### src/rtl/alu_pkg.sv
// Shared constants, types and helpers for the ALU command sequencer.
package alu_pkg;

  localparam int unsigned NREGS = 8;
  localparam int unsigned RIDX_W = 3;
  localparam int unsigned W = 64;
  localparam int unsigned OP_W = 6;
  localparam int unsigned FLG_W = 7;

  localparam logic [OP_W-1:0] OP_ADD   = 6'd0;
  localparam logic [OP_W-1:0] OP_SUB   = 6'd1;
  localparam logic [OP_W-1:0] OP_MUL   = 6'd2;
  localparam logic [OP_W-1:0] OP_DIV   = 6'd3;
  localparam logic [OP_W-1:0] OP_MOD   = 6'd4;
  localparam logic [OP_W-1:0] OP_AND   = 6'd5;
  localparam logic [OP_W-1:0] OP_OR    = 6'd6;
  localparam logic [OP_W-1:0] OP_XOR   = 6'd7;
  localparam logic [OP_W-1:0] OP_NOT   = 6'd8;
  localparam logic [OP_W-1:0] OP_NAND  = 6'd9;
  localparam logic [OP_W-1:0] OP_NOR   = 6'd10;
  localparam logic [OP_W-1:0] OP_XNOR  = 6'd11;
  localparam logic [OP_W-1:0] OP_SHL   = 6'd12;
  localparam logic [OP_W-1:0] OP_SHR   = 6'd13;
  localparam logic [OP_W-1:0] OP_SRA   = 6'd14;
  localparam logic [OP_W-1:0] OP_ROL   = 6'd15;
  localparam logic [OP_W-1:0] OP_ROR   = 6'd16;
  localparam logic [OP_W-1:0] OP_INC   = 6'd17;
  localparam logic [OP_W-1:0] OP_DEC   = 6'd18;
  localparam logic [OP_W-1:0] OP_NEG   = 6'd19;
  localparam logic [OP_W-1:0] OP_ABS   = 6'd20;
  localparam logic [OP_W-1:0] OP_MIN   = 6'd21;
  localparam logic [OP_W-1:0] OP_MAX   = 6'd22;
  localparam logic [OP_W-1:0] OP_MINU  = 6'd23;
  localparam logic [OP_W-1:0] OP_MAXU  = 6'd24;
  localparam logic [OP_W-1:0] OP_PASSA = 6'd25;
  localparam logic [OP_W-1:0] OP_PASSB = 6'd26;
  localparam logic [OP_W-1:0] OP_CLZ   = 6'd27;
  localparam logic [OP_W-1:0] OP_CTZ   = 6'd28;
  localparam logic [OP_W-1:0] OP_POPC  = 6'd29;
  localparam logic [OP_W-1:0] OP_EQ    = 6'd30;
  localparam logic [OP_W-1:0] OP_NE    = 6'd31;
  localparam logic [OP_W-1:0] OP_LT    = 6'd32;
  localparam logic [OP_W-1:0] OP_LTU   = 6'd33;
  localparam logic [OP_W-1:0] OP_GE    = 6'd34;
  localparam logic [OP_W-1:0] OP_LOADI = 6'd63;

  localparam int unsigned FLG_CARRY    = 0;
  localparam int unsigned FLG_OVERFLOW = 1;
  localparam int unsigned FLG_ZERO     = 2;
  localparam int unsigned FLG_NEGATIVE = 3;
  localparam int unsigned FLG_PARITY   = 4;
  localparam int unsigned FLG_MODULO   = 5;
  localparam int unsigned FLG_SIGN     = 6;

  typedef enum logic [1:0] {IDLE, EXEC, RESP} seq_state_e;

  // Command fields that must survive into EXEC
  typedef struct packed {
    logic [OP_W-1:0]   op;
    logic [RIDX_W-1:0] rd;
    logic [W-1:0]      imm;
  } cmd_lat_t;

  function automatic logic is_alu_op(input logic [OP_W-1:0] op);
    return op <= OP_GE;
  endfunction

  function automatic logic is_legal_op(input logic [OP_W-1:0] op);
    return is_alu_op(op) || (op == OP_LOADI);
  endfunction

endpackage

### src/rtl/alu_regfile.sv
// NREGS x W register file: two async read ports, two write ports, sync clear.
module alu_regfile
  import alu_pkg::*;
(
  input  logic              clk,
  input  logic              rst,
  input  logic [RIDX_W-1:0] ra0_i,
  input  logic [RIDX_W-1:0] ra1_i,
  output logic [W-1:0]      rdata0_o,
  output logic [W-1:0]      rdata1_o,
  input  logic              we0_i,
  input  logic [RIDX_W-1:0] wa0_i,
  input  logic [W-1:0]      wd0_i,
  input  logic              we1_i,
  input  logic [RIDX_W-1:0] wa1_i,
  input  logic [W-1:0]      wd1_i
);

  logic [W-1:0] mem_q [NREGS];

  // Port 0 is written last so it wins an address clash
  always_ff @(posedge clk) begin
    if (rst) begin
      for (int i = 0; i < NREGS; i++) mem_q[i] <= '0;
    end else begin
      if (we1_i) mem_q[wa1_i] <= wd1_i;
      if (we0_i) mem_q[wa0_i] <= wd0_i;
    end
  end

  assign rdata0_o = mem_q[ra0_i];
  assign rdata1_o = mem_q[ra1_i];

endmodule

### src/rtl/alu_cmd_sequencer.sv
// Command front end for the combinational ALU: fetch, execute, write back, respond.
module alu_cmd_sequencer
  import alu_pkg::*;
(
  input  logic              clk,
  input  logic              rst,
  input  logic              cmd_valid,
  output logic              cmd_ready,
  input  logic [OP_W-1:0]   cmd_op,
  input  logic [RIDX_W-1:0] cmd_rd,
  input  logic [RIDX_W-1:0] cmd_rs1,
  input  logic [RIDX_W-1:0] cmd_rs2,
  input  logic [W-1:0]      cmd_imm,
  output logic [W-1:0]      alu_a,
  output logic [W-1:0]      alu_b,
  output logic [OP_W-1:0]   alu_sel,
  input  logic [W-1:0]      alu_result,
  input  logic [W-1:0]      alu_upper,
  input  logic [FLG_W-1:0]  alu_flags,
  output logic              rsp_valid,
  input  logic              rsp_ready,
  output logic [W-1:0]      rsp_result,
  output logic [FLG_W-1:0]  rsp_flags,
  output logic              rsp_err
);

  seq_state_e        state_q;
  cmd_lat_t          cmd_q;
  logic              cmd_ready_q;
  logic              rsp_valid_q;
  logic [W-1:0]      rsp_result_q;
  logic [FLG_W-1:0]  rsp_flags_q;
  logic              rsp_err_q;
  logic [W-1:0]      alu_a_q;
  logic [W-1:0]      alu_b_q;
  logic [OP_W-1:0]   alu_sel_q;

  logic [W-1:0]      rf_rdata0;
  logic [W-1:0]      rf_rdata1;
  logic              in_exec;
  logic              op_loadi;
  logic              op_alu;
  logic              wb0_en;
  logic              wb1_en;
  logic [W-1:0]      wb0_data;
  logic [RIDX_W-1:0] wb1_addr;

  assign in_exec  = (state_q == EXEC);
  assign op_loadi = (cmd_q.op == OP_LOADI);
  assign op_alu   = is_alu_op(cmd_q.op);
  assign wb0_en   = in_exec && is_legal_op(cmd_q.op);
  assign wb0_data = op_loadi ? cmd_q.imm : alu_result;
  assign wb1_en   = in_exec && (cmd_q.op == OP_MUL);
  assign wb1_addr = cmd_q.rd + RIDX_W'(1);

  alu_regfile u_regfile (
    .clk      (clk),
    .rst      (rst),
    .ra0_i    (cmd_rs1),
    .ra1_i    (cmd_rs2),
    .rdata0_o (rf_rdata0),
    .rdata1_o (rf_rdata1),
    .we0_i    (wb0_en),
    .wa0_i    (cmd_q.rd),
    .wd0_i    (wb0_data),
    .we1_i    (wb1_en),
    .wa1_i    (wb1_addr),
    .wd1_i    (alu_upper)
  );

  // Sequencing FSM; operand registers double as the ALU drive and are zero outside EXEC
  always_ff @(posedge clk) begin
    if (rst) begin
      state_q      <= IDLE;
      cmd_q        <= '0;
      cmd_ready_q  <= 1'b1;
      rsp_valid_q  <= 1'b0;
      rsp_result_q <= '0;
      rsp_flags_q  <= '0;
      rsp_err_q    <= 1'b0;
      alu_a_q      <= '0;
      alu_b_q      <= '0;
      alu_sel_q    <= '0;
    end else begin
      case (state_q)
        IDLE: begin
          if (cmd_valid && cmd_ready_q) begin
            cmd_q       <= '{op: cmd_op, rd: cmd_rd, imm: cmd_imm};
            alu_a_q     <= rf_rdata0;
            alu_b_q     <= rf_rdata1;
            alu_sel_q   <= cmd_op;
            cmd_ready_q <= 1'b0;
            state_q     <= EXEC;
          end
        end
        EXEC: begin
          if (op_loadi) begin
            rsp_result_q <= cmd_q.imm;
            rsp_flags_q  <= '0;
            rsp_err_q    <= 1'b0;
          end else if (op_alu) begin
            rsp_result_q <= alu_result;
            rsp_flags_q  <= alu_flags;
            rsp_err_q    <= 1'b0;
          end else begin
            rsp_result_q <= '0;
            rsp_flags_q  <= '0;
            rsp_err_q    <= 1'b1;
          end
          rsp_valid_q <= 1'b1;
          alu_a_q     <= '0;
          alu_b_q     <= '0;
          alu_sel_q   <= '0;
          state_q     <= RESP;
        end
        RESP: begin
          if (rsp_ready) begin
            rsp_valid_q <= 1'b0;
            cmd_ready_q <= 1'b1;
            state_q     <= IDLE;
          end
        end
        default: state_q <= IDLE;
      endcase
    end
  end

  assign cmd_ready  = cmd_ready_q;
  assign rsp_valid  = rsp_valid_q;
  assign rsp_result = rsp_result_q;
  assign rsp_flags  = rsp_flags_q;
  assign rsp_err    = rsp_err_q;
  assign alu_a      = alu_a_q;
  assign alu_b      = alu_b_q;
  assign alu_sel    = alu_sel_q;

endmodule
### config.mk
export PLATFORM = sky130hd
export DESIGN_NAME = alu_cmd_sequencer
export DESIGN_NICKNAME = d
export VERILOG_FILES = /design/src/rtl/alu_pkg.sv /design/src/rtl/alu_regfile.sv /design/src/rtl/alu_cmd_sequencer.sv
export SDC_FILE = /design/constraint.sdc
export NUM_CORES = 1
export LEC_CHECK = 0
export CAP_MARGIN = 10
export CORE_MARGIN = 2
export CORE_UTILIZATION = 61
export CTS_CLUSTER_DIAMETER = 120
export CTS_CLUSTER_SIZE = 20
export DETAILED_ROUTE_END_ITERATION = 12
export PLACE_DENSITY = 0.85
export SLEW_MARGIN = 20
export SYNTH_ARGS = -nofsm -noshare
export SYNTH_HDL_FRONTEND = slang
export SYNTH_SLANG_ARGS = --single-unit
### constraint.sdc
create_clock -name clk -period 11.66 [get_ports clk]
set_input_delay 2.332 -clock clk [delete_from_list [all_inputs] [get_ports clk]]
set_output_delay 2.332 -clock clk [all_outputs]
set_load 0.02 [all_outputs]
# ---- Word-level counts from Yosys, hierarchy flattened
# Memories as Yosys holds them, arrays and structs flattened.
# Cells that the tools add are included.
dict set report op_classes {
  n_addsub 1
  mul 0
  div_mod_pow 0
  n_lt_le_gt_ge 1
  eq_ne 6
  shift 0
  mux 35
  bitwise_logic 0
  n_reduce_logical 15
}
# cell count
set ops {}
lappend ops {{$mux 64} 7}
lappend ops {{$pmux 64 s2} 2}
lappend ops {{$reduce_or 64->1} 2}
lappend ops {{$mux 1} 15}
lappend ops {{$mux 7} 2}
lappend ops {{$pmux 6 s2} 1}
lappend ops {{$reduce_and 2->1} 4}
lappend ops {{$eq 6x2->1 const B} 1}
lappend ops {{$eq 6x6->1 const B} 1}
lappend ops {{$le 6x6->1 const B} 1}
lappend ops {{$mux 3} 2}
lappend ops {{$mux 6} 1}
lappend ops {{$pmux 2 s3} 1}
lappend ops {{$reduce_bool 2->1} 3}
lappend ops {{$mux 2} 2}
lappend ops {{$ne 2x2->1 const B} 2}
lappend ops {{$pmux 1 s2} 2}
lappend ops {{$add 3x1->3 const B} 1}
lappend ops {{$logic_and 1x1->1} 3}
lappend ops {{$reduce_and 3->1} 1}
lappend ops {{$eq 2x1->1 const B} 1}
lappend ops {{$eq 2x2->1 const B} 1}
lappend ops {{$logic_not 2->1} 1}
lappend ops {{$logic_or 1x1->1} 1}
dict set report totals {
  ff_bits 283
  latchBits 0
  ram_bits 512
  rom_bits 0
  inputBits 218
  out_inout_bits 208
  wordCells 71
  memories 1
}
# name depth width rd rd_ports_with_merged_regs write_ports line
set mem_list {}
lappend mem_list {u_regfile.mem_q 8 64 2 0 8 alu_regfile.sv:19} ;# logic [W-1:0] mem_q [NREGS];

# ---- Logic depth before layout (Yosys ltp)
dict set report logic_depth {
  ltp_word 8
  ltp_mapped 8
  ltp_nobuf 5
}

# ---- Cells and area by module
# From an unflattened synthesis, not the netlist that was laid out.
dict set report hier_totals {
  cells_unflattened 3370
  area_unflattened_um2 43873.3
}
# module n_inst cells_per_inst area_per_inst_um2 seq_area_each_um2
set modules_own_cells {}
lappend modules_own_cells {alu_regfile 1 2256 32860.3 15374.7}
lappend modules_own_cells {alu_cmd_sequencer 1 1114 11013.1 5665.4}

# ---- Least setup slack after synthesis
# Ideal clock, no wire load.
dict set report synth_path {
  kind {in2reg}
  start {input rst}
  end {memory u_regfile.mem_q[1][0] (enable)}
  setup_time_ns 0.503
  arrival_time_ns 6.286
  required_time_ns 11.157
  setup_slack_ns 4.871
  path_stages 4
  path_buffers 1
  path_cell_list {buf_2 nor4b_4 nand3b_4 o211ai_1}
}
# element line
set synth_rtl {}
lappend synth_rtl {{start: declaration} alu_cmd_sequencer.sv:6} ;# input logic rst,
lappend synth_rtl {{end: declaration} alu_regfile.sv:19}

==> reports/metrics.yaml <==
status:
  status: "complete, no violations"
timing:
  hold_viol_final: 0
  worstMarginPinSlew_ns: 1.24
  drv_slew: 0
  period_needed_ns: 5.11
  finalSetupTns_ns: 0
  max_freq_ghz: 0.196
  relSlewSlack_pct: 17.0
  rsz0062_at_grt: "false"
  setup_viol: 0
  finalCritPeriodShare_pct: 43.8
  fin_worst_skew_ns: 0.0367
synth:
  syn_nets: 3088
  yosys_warnings: 0
  avgSynthCellArea_um2: 13.3
  ys_seq_area_share_pct: 55.1
  synthCells: 2869
  syn-cell-area_mm2: 0.0382
  synth_seq_cells: 795
  synthDistinctLibCells: 43
job:
  maxCapViolations: 0
worst_setup_path:
  cp_cell_sequence: "buf_6 -> inv_1 -> and3_1 -> nand3_4 -> o211ai_1 -> buf_4"
  path_class: "input port to register"
  slowest_stage: "buf_4"
  cp_slowest_stage_delay_ns: 0.93
  r2r_setup_slack_ns: 6.87
  required_ns: 11.88
  worstPathArrival_ns: 5.33
  cp-start-kind: "input port"
  cp_max_fo: 65
  reg2regPathDepth: 5
  worstSetupEndpointType: "register"
die:
  initial_utilization_pct: 61.8
  die_h_um: 254
  dieArea_mm2: 0.0646
  die_x_um: 254
  io_pins: 426
  coreArea_mm2: 0.0618
  rows: 91
power:
  swShare_pct: 26.0
  pwr_density_cell_mw_per_mm2: 130
  leakage_nw: 14.6
  internal_power_w: 0.00420
  clkPwrFrac_pct: 29.5
  p_sw_w: 0.00148
  power_w: 0.00567
  pwr-share-seq_pct: 56.8
  p_comb_share_pct: 13.8
  ir_drop_v: 0.000125
global_routing:
  gr-total-overflow: 0
  grt_pass1_wl_mm: 178
  grt_max_degree: 89
  antenna_found_initial: 14
  grt_pass1_vias: 29900
  grtUsageTotal_pct: 37.0
clock_tree:
  clock_path_buffers: 3
  htreeDepth: 2
  numClockSinks: 795
  path_clk_slew_ns: 0.09
  cts_root_buffer: "clkbuf_16"
  post_cts_buffers: 0
  clk_latency_ns: 0.63
  holdBufCountCts: 0
  cts_made_buffers: 45
  cts_tree: "built"
  ctsResizeCount: 0
placed_design:
  hpwlAfterDp_mm: 67.7
  io_buffers: 425
  gp_congestion: 0.860
cells_and_area:
  synthToLayoutAreaGrowth_pct: 14.6
  final_cell_mix: "o2bb2ai_1 (512), edfxtp_1 (512), clkdlybuf4s50_1 (420)"
  num-nets-final: 3263
  drive_gt1_share_pct: 12.3
drt:
  routed_wl_mm: 121
  wl_per_cell_um: 30.8
  vias: 29000
  drc_errors: 0
  drt-vias-per-instance: 7.39
  drtIter0Drc: 4513
  dr.pass1.iters: 6
  ant_nets: 0
worst_hold_path:
  hold_class: "register to register"
  min_path_cells: 2
cell type report:
class,instances,area [um^2]
sequential,795,21000
fill,4022,18100
multi-input combinational,1732,15700
timing repair buffer,467,4630
clock buffer,80,1260
tap,837,1050
antenna,11,27.5
clock inverter,3,23.8
inverter,3,11.3
layer usage:
metal  part of all wire [%]  GRT usage, %  wire (um)
met5                  0.042             0         51
met4                    4.7          18.7       5640
met3                     15          10.9      17700
met2                     48          59.2      57700
met1                     33          46.3      39700
cell usage after synthesis (all sizes together):
cell type / n / share of area, %
a2111o: 1 / 0.029
a211oi: 1 / 0.020
a21oi: 90 / 1.2
a221oi: 64 / 1.5
a22o: 1 / 0.023
a22oi: 127 / 2.5
and3: 3 / 0.049
and4bb: 1 / 0.033
buf: 202 / 2.7
clkbuf: 137 / 1.4
dfxtp: 283 / 15
edfxtp: 512 / 40
ha: 1 / 0.033
inv: 3 / 0.029
mux2: 1 / 0.029
mux2i: 64 / 1.7
mux4: 256 / 15
nand2: 420 / 4.1
nand2b: 1 / 0.016
nand3: 16 / 0.24
nand3b: 1 / 0.052
nand4: 4 / 0.066
nand4bb: 1 / 0.029
nor2: 79 / 1.1
nor2b: 1 / 0.016
nor3: 69 / 0.93
nor3b: 2 / 0.039
nor4: 1 / 0.016
nor4b: 1 / 0.062
o211a: 1 / 0.026
o211ai: 9 / 0.19
o21ai: 2 / 0.026
o2bb2ai: 512 / 12
xnor2: 1 / 0.023
xor2: 1 / 0.023
flip-flops by register name, indices dropped and copies added, names as in the netlist:
name	cells
u_regfile.mem_q	512
cmd_q	73
alu_a	64
alu_b	64
rsp_result	64
rsp_flags	7
alu_sel	6
state_q	2
cmd_ready	1
rsp_err	1
rsp_valid	1
final timing paths:
path | start | end
worst max-delay path | rst | u_regfile.mem_q[3][38]$_DFFE_PP_
worst max register to register | state_q[0]$_SDFFE_PP0P_ | u_regfile.mem_q[3][38]$_DFFE_PP_
worst min register to register | alu_b[36]$_SDFFE_PP0P_ | alu_b[36]$_SDFFE_PP0P_
worst min-delay path | alu_b[36]$_SDFFE_PP0P_ | alu_b[36]$_SDFFE_PP0P_
per-stage QoR:
step	setup slack (ns)	hold WS [ns]	utilization, %	std cells	instance area, um^2
after global routing	6.55	0.461	70.8	3925	43800
final	6.55	0.438	70.8	3928	43800
after global placement	6.12	0.428	68.6	3832	42400
after floorplan	4.87	0.449	-	2869	38200
after detailed placement	6.05	0.430	68.6	3832	42400
after CTS	6.68	0.443	70.6	3915	43700
power by group through the flow:
stage / clock network, W / logic (W) / registers, W
after floorplan: 0 / 0.000393 / 0.00331
after global placement: 0 / 0.000743 / 0.00326
after detailed placement: 0 / 0.000763 / 0.00328
after CTS: 0.00167 / 0.000766 / 0.00322
after global routing: 0.00176 / 0.000818 / 0.00323
final: 0.00167 / 0.000780 / 0.00322
cells by family (layout without fill, tap and decap cells):
| family | Yosys count | count (layout) | share of synthesized area [%] |
|---|---|---|---|
| AND/OR/NAND/NOR | 600 | 600 | 6.77 |
| adder cells (fa/ha/maj) | 1 | 1 | 0.0328 |
| flip-flops | 795 | 795 | 55.1 |
| other | 0 | 11 | 0 |
| buffers and inverters | 342 | 553 | 4.06 |
| multiplexers | 321 | 321 | 16.8 |
| AO/OA/AOI/OAI | 808 | 808 | 17.2 |
| XOR/XNOR | 2 | 2 | 0.0459 |
worst max-delay path, delay by kind of cell:
family | cells | cell delay [ns]
AO/OA/AOI/OAI | 1 | 0.40
AND/OR/NAND/NOR | 2 | 1.11
buffers and inverters | 3 | 1.41
Note: power is estimated with default switching activity, not from simulation.
